`src/rtl/multicycle_control_fsm_pkg.sv`:
```
// Shared constants for the multicycle control FSM: opcode table, exec commands,
// state encoding and instruction classes used by the decoder and the sequencer.
package multicycle_control_fsm_pkg;

    localparam logic [5:0] OP_NOP  = 6'd0;
    localparam logic [5:0] OP_ADD  = 6'd1;
    localparam logic [5:0] OP_SUB  = 6'd3;
    localparam logic [5:0] OP_AND  = 6'd5;
    localparam logic [5:0] OP_OR   = 6'd6;
    localparam logic [5:0] OP_NOR  = 6'd7;
    localparam logic [5:0] OP_XOR  = 6'd8;
    localparam logic [5:0] OP_SLL  = 6'd10;
    localparam logic [5:0] OP_SRL  = 6'd12;
    localparam logic [5:0] OP_ADDI = 6'd32;
    localparam logic [5:0] OP_SUBI = 6'd33;
    localparam logic [5:0] OP_LD   = 6'd36;
    localparam logic [5:0] OP_ST   = 6'd37;
    localparam logic [5:0] OP_BEZ  = 6'd40;
    localparam logic [5:0] OP_BNE  = 6'd41;
    localparam logic [5:0] OP_JMP  = 6'd42;

    localparam logic [3:0] EXE_ADD  = 4'd0;
    localparam logic [3:0] EXE_SUB  = 4'd2;
    localparam logic [3:0] EXE_AND  = 4'd4;
    localparam logic [3:0] EXE_OR   = 4'd5;
    localparam logic [3:0] EXE_NOR  = 4'd6;
    localparam logic [3:0] EXE_XOR  = 4'd7;
    localparam logic [3:0] EXE_SLL  = 4'd8;
    localparam logic [3:0] EXE_SRL  = 4'd9;
    localparam logic [3:0] EXE_PASS = 4'd15;

    typedef enum logic [2:0] {
        ST_FETCH     = 3'd0,
        ST_DECODE    = 3'd1,
        ST_EXECUTE   = 3'd2,
        ST_MEMORY    = 3'd3,
        ST_WRITEBACK = 3'd4,
        ST_ERROR     = 3'd5
    } state_e;

    typedef enum logic [2:0] {
        CLS_NOP = 3'd0,
        CLS_ALU = 3'd1,
        CLS_IMM = 3'd2,
        CLS_LD  = 3'd3,
        CLS_ST  = 3'd4,
        CLS_BR  = 3'd5,
        CLS_JMP = 3'd6
    } op_class_e;

endpackage

```
`src/rtl/multicycle_control_fsm_opcode_decoder.sv`:
```
// Combinational opcode decode: exec command, immediate/branch flags, instruction
// class and illegal flag. Unknown opcodes decode as NOP with the illegal flag set.
module opcode_decoder
    import multicycle_control_fsm_pkg::*;
#(
    parameter int OPCODE_W  = 6,
    parameter int EXE_CMD_W = 4
) (
    input  logic [OPCODE_W-1:0]  i_opcode,
    output logic [EXE_CMD_W-1:0] o_exec_command,
    output logic                 o_is_immediate,
    output logic                 o_branch_type,
    output op_class_e            o_class,
    output logic                 o_illegal
);

    logic       w_upper_zero;
    logic [5:0] w_op;
    logic [3:0] w_exe;

    assign w_upper_zero = ((i_opcode >> 6) == '0);
    assign w_op         = i_opcode[5:0];

    always_comb begin
        w_exe          = EXE_PASS;
        o_is_immediate = 1'b0;
        o_branch_type  = 1'b0;
        o_class        = CLS_NOP;
        o_illegal      = 1'b0;
        case (w_op)
            OP_NOP:  o_class = CLS_NOP;
            OP_ADD:  begin w_exe = EXE_ADD; o_class = CLS_ALU; end
            OP_SUB:  begin w_exe = EXE_SUB; o_class = CLS_ALU; end
            OP_AND:  begin w_exe = EXE_AND; o_class = CLS_ALU; end
            OP_OR:   begin w_exe = EXE_OR;  o_class = CLS_ALU; end
            OP_NOR:  begin w_exe = EXE_NOR; o_class = CLS_ALU; end
            OP_XOR:  begin w_exe = EXE_XOR; o_class = CLS_ALU; end
            OP_SLL:  begin w_exe = EXE_SLL; o_class = CLS_ALU; end
            OP_SRL:  begin w_exe = EXE_SRL; o_class = CLS_ALU; end
            OP_ADDI: begin w_exe = EXE_ADD; o_is_immediate = 1'b1; o_class = CLS_IMM; end
            OP_SUBI: begin w_exe = EXE_SUB; o_is_immediate = 1'b1; o_class = CLS_IMM; end
            // address generation for loads/stores is an ADD of base + offset
            OP_LD:   begin w_exe = EXE_ADD; o_is_immediate = 1'b1; o_class = CLS_LD; end
            OP_ST:   begin w_exe = EXE_ADD; o_is_immediate = 1'b1; o_class = CLS_ST; end
            OP_BEZ:  begin w_exe = EXE_SUB; o_branch_type = 1'b1; o_class = CLS_BR; end
            OP_BNE:  begin w_exe = EXE_SUB; o_branch_type = 1'b1; o_class = CLS_BR; end
            OP_JMP:  o_class = CLS_JMP;
            default: o_illegal = 1'b1;
        endcase
        if (!w_upper_zero) begin
            w_exe          = EXE_PASS;
            o_is_immediate = 1'b0;
            o_branch_type  = 1'b0;
            o_class        = CLS_NOP;
            o_illegal      = 1'b1;
        end
    end

    assign o_exec_command = EXE_CMD_W'(w_exe);

endmodule

```
`src/rtl/multicycle_control_fsm.sv`:
```
// Multicycle processor control sequencer: FETCH/DECODE/EXECUTE/MEMORY/WRITEBACK
// with a per-access wait-cycle timeout that parks the FSM in ERROR until reset.
module multicycle_control_fsm
    import multicycle_control_fsm_pkg::*;
#(
    parameter int OPCODE_W    = 6,
    parameter int EXE_CMD_W   = 4,
    parameter int MEM_TIMEOUT = 15
) (
    input  logic                 clk,
    input  logic                 rst,
    input  logic [OPCODE_W-1:0]  opcode,
    input  logic                 mem_ready,
    input  logic                 branch_taken,
    output logic [EXE_CMD_W-1:0] exec_command,
    output logic                 mem_read,
    output logic                 mem_write,
    output logic                 wb_enable,
    output logic                 is_immediate,
    output logic                 branch_type,
    output logic                 pc_write,
    output logic                 pc_src,
    output logic                 ir_write,
    output logic                 instr_done,
    output logic                 illegal_op,
    output logic                 mem_err
);

    localparam int CNT_W = (MEM_TIMEOUT > 1) ? $clog2(MEM_TIMEOUT + 1) : 1;

    state_e                r_state;
    logic [OPCODE_W-1:0]   r_opcode;
    logic [CNT_W-1:0]      r_wait_cnt;

    logic [EXE_CMD_W-1:0]  w_dec_exec;
    logic                  w_dec_imm;
    logic                  w_dec_branch;
    logic                  w_dec_illegal;
    op_class_e             w_dec_class;
    logic                  w_access;
    logic                  w_timeout;

    opcode_decoder #(
        .OPCODE_W  (OPCODE_W),
        .EXE_CMD_W (EXE_CMD_W)
    ) u_opcode_decoder (
        .i_opcode       (r_opcode),
        .o_exec_command (w_dec_exec),
        .o_is_immediate (w_dec_imm),
        .o_branch_type  (w_dec_branch),
        .o_class        (w_dec_class),
        .o_illegal      (w_dec_illegal)
    );

    assign w_access  = (r_state == ST_FETCH) || (r_state == ST_MEMORY);
    // the limit cycle is the one that would push the wait count to MEM_TIMEOUT
    assign w_timeout = (MEM_TIMEOUT != 0) && w_access && !mem_ready &&
                       (r_wait_cnt == CNT_W'(MEM_TIMEOUT - 1));

    always_ff @(posedge clk) begin
        if (rst) begin
            r_state    <= ST_FETCH;
            r_opcode   <= OPCODE_W'(OP_NOP);
            r_wait_cnt <= '0;
        end else begin
            if (w_access && !mem_ready && !w_timeout)
                r_wait_cnt <= r_wait_cnt + CNT_W'(1);
            else
                r_wait_cnt <= '0;

            case (r_state)
                ST_FETCH: begin
                    if (mem_ready)
                        r_state <= ST_DECODE;
                    else if (w_timeout)
                        r_state <= ST_ERROR;
                end
                ST_DECODE: begin
                    r_opcode <= opcode;
                    r_state  <= ST_EXECUTE;
                end
                ST_EXECUTE: begin
                    case (w_dec_class)
                        CLS_ALU, CLS_IMM: r_state <= ST_WRITEBACK;
                        CLS_LD, CLS_ST:   r_state <= ST_MEMORY;
                        default:          r_state <= ST_FETCH;
                    endcase
                end
                ST_MEMORY: begin
                    if (mem_ready)
                        r_state <= (w_dec_class == CLS_LD) ? ST_WRITEBACK : ST_FETCH;
                    else if (w_timeout)
                        r_state <= ST_ERROR;
                end
                ST_WRITEBACK: r_state <= ST_FETCH;
                ST_ERROR:     r_state <= ST_ERROR;
                default:      r_state <= ST_FETCH;
            endcase
        end
    end

    always_comb begin
        exec_command = EXE_CMD_W'(EXE_PASS);
        mem_read     = 1'b0;
        mem_write    = 1'b0;
        wb_enable    = 1'b0;
        is_immediate = 1'b0;
        branch_type  = 1'b0;
        pc_write     = 1'b0;
        pc_src       = 1'b0;
        ir_write     = 1'b0;
        instr_done   = 1'b0;
        illegal_op   = 1'b0;
        mem_err      = 1'b0;
        if (!rst) begin
            case (r_state)
                ST_FETCH: begin
                    mem_read = 1'b1;
                    ir_write = mem_ready;
                    pc_write = mem_ready;
                end
                ST_EXECUTE: begin
                    exec_command = w_dec_exec;
                    is_immediate = w_dec_imm;
                    branch_type  = w_dec_branch;
                    illegal_op   = w_dec_illegal;
                    case (w_dec_class)
                        CLS_BR: begin
                            pc_write   = branch_taken;
                            pc_src     = branch_taken;
                            instr_done = 1'b1;
                        end
                        CLS_JMP: begin
                            pc_write   = 1'b1;
                            pc_src     = 1'b1;
                            instr_done = 1'b1;
                        end
                        CLS_NOP: instr_done = 1'b1;
                        default: instr_done = 1'b0;
                    endcase
                end
                ST_MEMORY: begin
                    mem_read   = (w_dec_class == CLS_LD);
                    mem_write  = (w_dec_class == CLS_ST);
                    instr_done = (w_dec_class == CLS_ST) && mem_ready;
                end
                ST_WRITEBACK: begin
                    wb_enable  = 1'b1;
                    instr_done = 1'b1;
                end
                ST_ERROR: mem_err = 1'b1;
                default: mem_err = 1'b0;
            endcase
        end
    end

endmodule

```
`config.mk`:
```
export PLATFORM = sky130hd
export DESIGN_NAME = multicycle_control_fsm
export DESIGN_NICKNAME = d
export VERILOG_FILES = /design/src/rtl/multicycle_control_fsm_pkg.sv /design/src/rtl/multicycle_control_fsm_opcode_decoder.sv /design/src/rtl/multicycle_control_fsm.sv
export SDC_FILE = /design/constraint.sdc
export NUM_CORES = 1
export LEC_CHECK = 0
export ABC_AREA = 0
export CAP_MARGIN = 20
export CORE_MARGIN = 2
export CORE_UTILIZATION = 49
export DETAILED_ROUTE_END_ITERATION = 16
export GPL_TIMING_DRIVEN = 0
export PLACE_DENSITY = 0.83
export SLEW_MARGIN = 20
export SYNTH_ARGS = -nofsm -noshare
export SYNTH_HDL_FRONTEND = slang
export SYNTH_SLANG_ARGS = --single-unit
```
`constraint.sdc`:
```
create_clock -name clk -period 2.3 [get_ports clk]
set_input_delay 0.46 -clock clk [delete_from_list [all_inputs] [get_ports clk]]
set_output_delay 0.46 -clock clk [all_outputs]
set_load 0.02 [all_outputs]
```
==> results by group <==
Clock network
  – H-tree lvl count: 1
  – TritonCTS clock tree: yes
  – Clock tree root driver cell: clkbuf_4
  – Clock Path Buffers: 2
  – Cts bufs inserted: 3
  – Clk slew on worst S/H paths: 80 ps
  – Hold_buf cts: 0
  – Sink Count: 13
  – Skew-Pair Late Insertion Delay: 270 ps

Logic synthesis
  – Synthesized Nets: 165
  – Post-synth EDFFs: 0
  – Synth warn: 0
  – Post-synthesis cell count: 153
  – Async S/R FF share, synth: 0%
  – Synthesized flop and latch total: 13
  – Ys flop type: dfxtp_1
  – Avg Cell Area, Syn: 6.918 um^2
  – Share of the yosys chip area belonging to registers: 24.59%
  – Unique cell type count in the Yosys netlist: 46
  – Synthesized area: 1059 um^2

Setup path
  – Worst Setup Path Type: flip-flop to primary output
  – Critical Path Source Type: flip-flop
  – Worst reg2reg endpoint: r_state[0]$_SDFF_PP0_
  – R2R depth: 5
  – Crit end category: primary output
  – Reg2reg setup slack: 920 ps
  – WP data required: 1840 ps
  – Worst-path fanout max: 4
  – Critical R2R Launch: r_opcode[1]$_SDFFE_PP0P_
  – CP startpoint: r_state[0]$_SDFF_PP0_
  – Critical Path Sink: exec_command[0]
  – WP data arrival: 1850 ps

Timing
  – Maximum clock frequency: 0.4329 GHz
  – Max-slew headroom: 65.43%
  – Clock Skews: 4.377 ps
  – Setup tns final: -12.36 ps
  – Worst-margin pin slew: 517.9 ps
  – Tcrit/Tclk final: 100.4%
  – Worst setup margin: -9.921 ps
  – RSZ-0062 raised after global routing: true
  – Hold violation count in the final report: 0
  – Slew Limit Fails: 0
  – Final setup violation count: 2
  – Final min period: 2310 ps

Power and ir drop
  – Pleak: 0.5585 nW
  – Power per cell area: 371.7 nW/um^2
  – Power Total: 0.0005390 W
  – Highest ir drop seen on vdd: 339.9 uV

Global route
  – Met3 usage: 3.869%
  – Met1 usage: 26.94%
  – Pin count of the biggest net entering global routing: 12
  – First-pass GRT wire length: 4843 um
  – Total grt overflow: 0
  – Initial antenna violation count: 0
  – Vias in the first global route: 1140
  – GRT Total Usage: 24.22%
  – Met2 Use GR: 46.49%
  – GRT busiest layer: met2

Detailed routing
  – Initial DRC count: 27
  – Number of remaining DRC errors: 0
  – Routed vias: 1228
  – Vias per std cell: 5.904
  – Wire per inst: 13.80 um
  – Routed WL: 2870 um
  – Pre-antenna DRT Iters: 4
  – Final ANT Viol Nets: 0

Floorplanning
  – Initial Utilization: 52.87%
  – Die height: 50.48 um
  – Core Area: 2002 um^2
  – Die Area: 2548 um^2
  – Overall die width: 50.48 um
  – Io pins: 25
  – Site Rows: 16

Finish
  – Fin area: 1450 um^2
  – ANT cells: 0
  – Area grow syn2layout: 37.00%
  – Most frequent cells in the layout: nor2_1 (15), nand2_1 (15), a21oi_1 (13), o21ai_1 (10), clkdlybuf4s50_1 (10)
  – Final #Nets: 194
  – Layout cell share with drive strength beyond 1: 25.97%
  – Final std cells w/o fill: 208

Placement
  – Port-buffer cells: 24
  – Routability Congestion: 0.8428
  – Cells after DPL: 204
  – HPWL Detailed: 2067 um
  – Area after DPL: 1333 um^2

Run status
  – Violated checks: negative setup slack
  – Outcome: finished with violations

Run
  – Max-cap violations: 0

Hold path
  – Hold Path Class: flip-flop to flip-flop
## worst min path at each step
stage	endpoint	start	slack, ps	depth (start not counted)
after floorplan	r_wait_cnt[0]$_SDFF_PP0_	r_wait_cnt[0]$_SDFF_PP0_	430	1
after global placement	r_wait_cnt[0]$_SDFF_PP0_	r_wait_cnt[0]$_SDFF_PP0_	450	1
after detailed placement	r_wait_cnt[0]$_SDFF_PP0_	r_wait_cnt[0]$_SDFF_PP0_	460	1
after CTS	r_wait_cnt[0]$_SDFF_PP0_	r_wait_cnt[0]$_SDFF_PP0_	480	1
after global routing	r_wait_cnt[0]$_SDFF_PP0_	r_wait_cnt[0]$_SDFF_PP0_	500	1
final	r_wait_cnt[0]$_SDFF_PP0_	r_wait_cnt[0]$_SDFF_PP0_	470	1
## per-stage QoR
stage                     hold slack, ps  utilization (%)  worst slack (ps)
after floorplan                    429.7                -             122.9
after global placement             445.1            66.56            -774.6
after detailed placement           462.6            66.56            -796.0
after CTS                          481.3            69.75             8.933
after global routing               496.7            72.44            -76.86
final                              473.6            72.44            -9.921
## routing by layer
layer | part of all wire (%) | routed length [um]
met1 | 43 | 1223
met2 | 50 | 1432
met3 | 5.3 | 153
met4 | 2.1 | 60
met5 | 0 | 0
## where the power goes
part	switching [W]	internal [W]
combinational	0.0000867	0.0000664
sequential	0.0000136	0.000234
clock	0.0000733	0.0000644
## flip-flops by register name (all words and copies together) (netlist names)
name        flops
r_wait_cnt      4
r_state         3
r_opcode        6
## synth_stat cells (2+ instances only)
| library cell | instances | area (um^2) |
|---|---|---|
| a211o_1 | 2 | 17.52 |
| a21o_1 | 2 | 15.01 |
| a21oi_1 | 13 | 65.06 |
| a31oi_1 | 5 | 31.28 |
| buf_2 | 7 | 35.03 |
| clkbuf_1 | 6 | 22.52 |
| dfxtp_1 | 13 | 260.3 |
| ha_1 | 2 | 25.02 |
| inv_1 | 5 | 18.77 |
| inv_2 | 2 | 7.510 |
| nand2_1 | 16 | 60.06 |
| nand2b_1 | 7 | 43.79 |
| nand3_1 | 3 | 15.01 |
| nor2_1 | 16 | 60.06 |
| nor2b_1 | 2 | 12.51 |
| nor3_1 | 8 | 40.04 |
| nor3b_1 | 2 | 15.01 |
| o21ai_0 | 2 | 10.01 |
| o21ai_1 | 10 | 50.05 |
| o32ai_1 | 2 | 17.52 |
| or3b_1 | 2 | 17.52 |
| xor2_1 | 2 | 17.52 |
## critical path, stage by stage, from the launching register on
cell and delay [ps]:
dfxtp_2 330, or4b_4 580, o21bai_4 200, or3_4 330
buf_6 140
## layout make-up
| class | count | area, um^2 |
|---|---|---|
| multi-input cells | 120 | 799.5 |
| fillers | 156 | 551.8 |
| flip-flops and latches | 13 | 270.3 |
| repair buffers | 25 | 210.2 |
| plain buffers | 12 | 82.58 |
| well taps | 27 | 33.78 |
| inverters | 7 | 26.28 |
| clock buffers | 3 | 22.52 |
| clock inverters | 1 | 5.005 |
## cell families (layout without fill, tap and decap cells)
group | after synthesis | after routing | share of synthesized area (%)
XOR/XNOR | 3 | 3 | 2.483
AND/OR/NAND/NOR | 64 | 64 | 31.21
adder cells (fa/ha/maj) | 2 | 2 | 2.364
buffers and inverters | 20 | 48 | 7.920
flip-flops | 13 | 13 | 24.59
AO/OA/AOI/OAI | 50 | 50 | 30.50
multiplexers | 1 | 1 | 0.9457
## repair_timing
item | CTS | global route
buffers inserted | 1 | 0
gates resized for setup | 66 | 26
endpoints found under the setup margin | 14 | 11
pin swaps | 5 | 2
(Power assumes the default switching activity.)
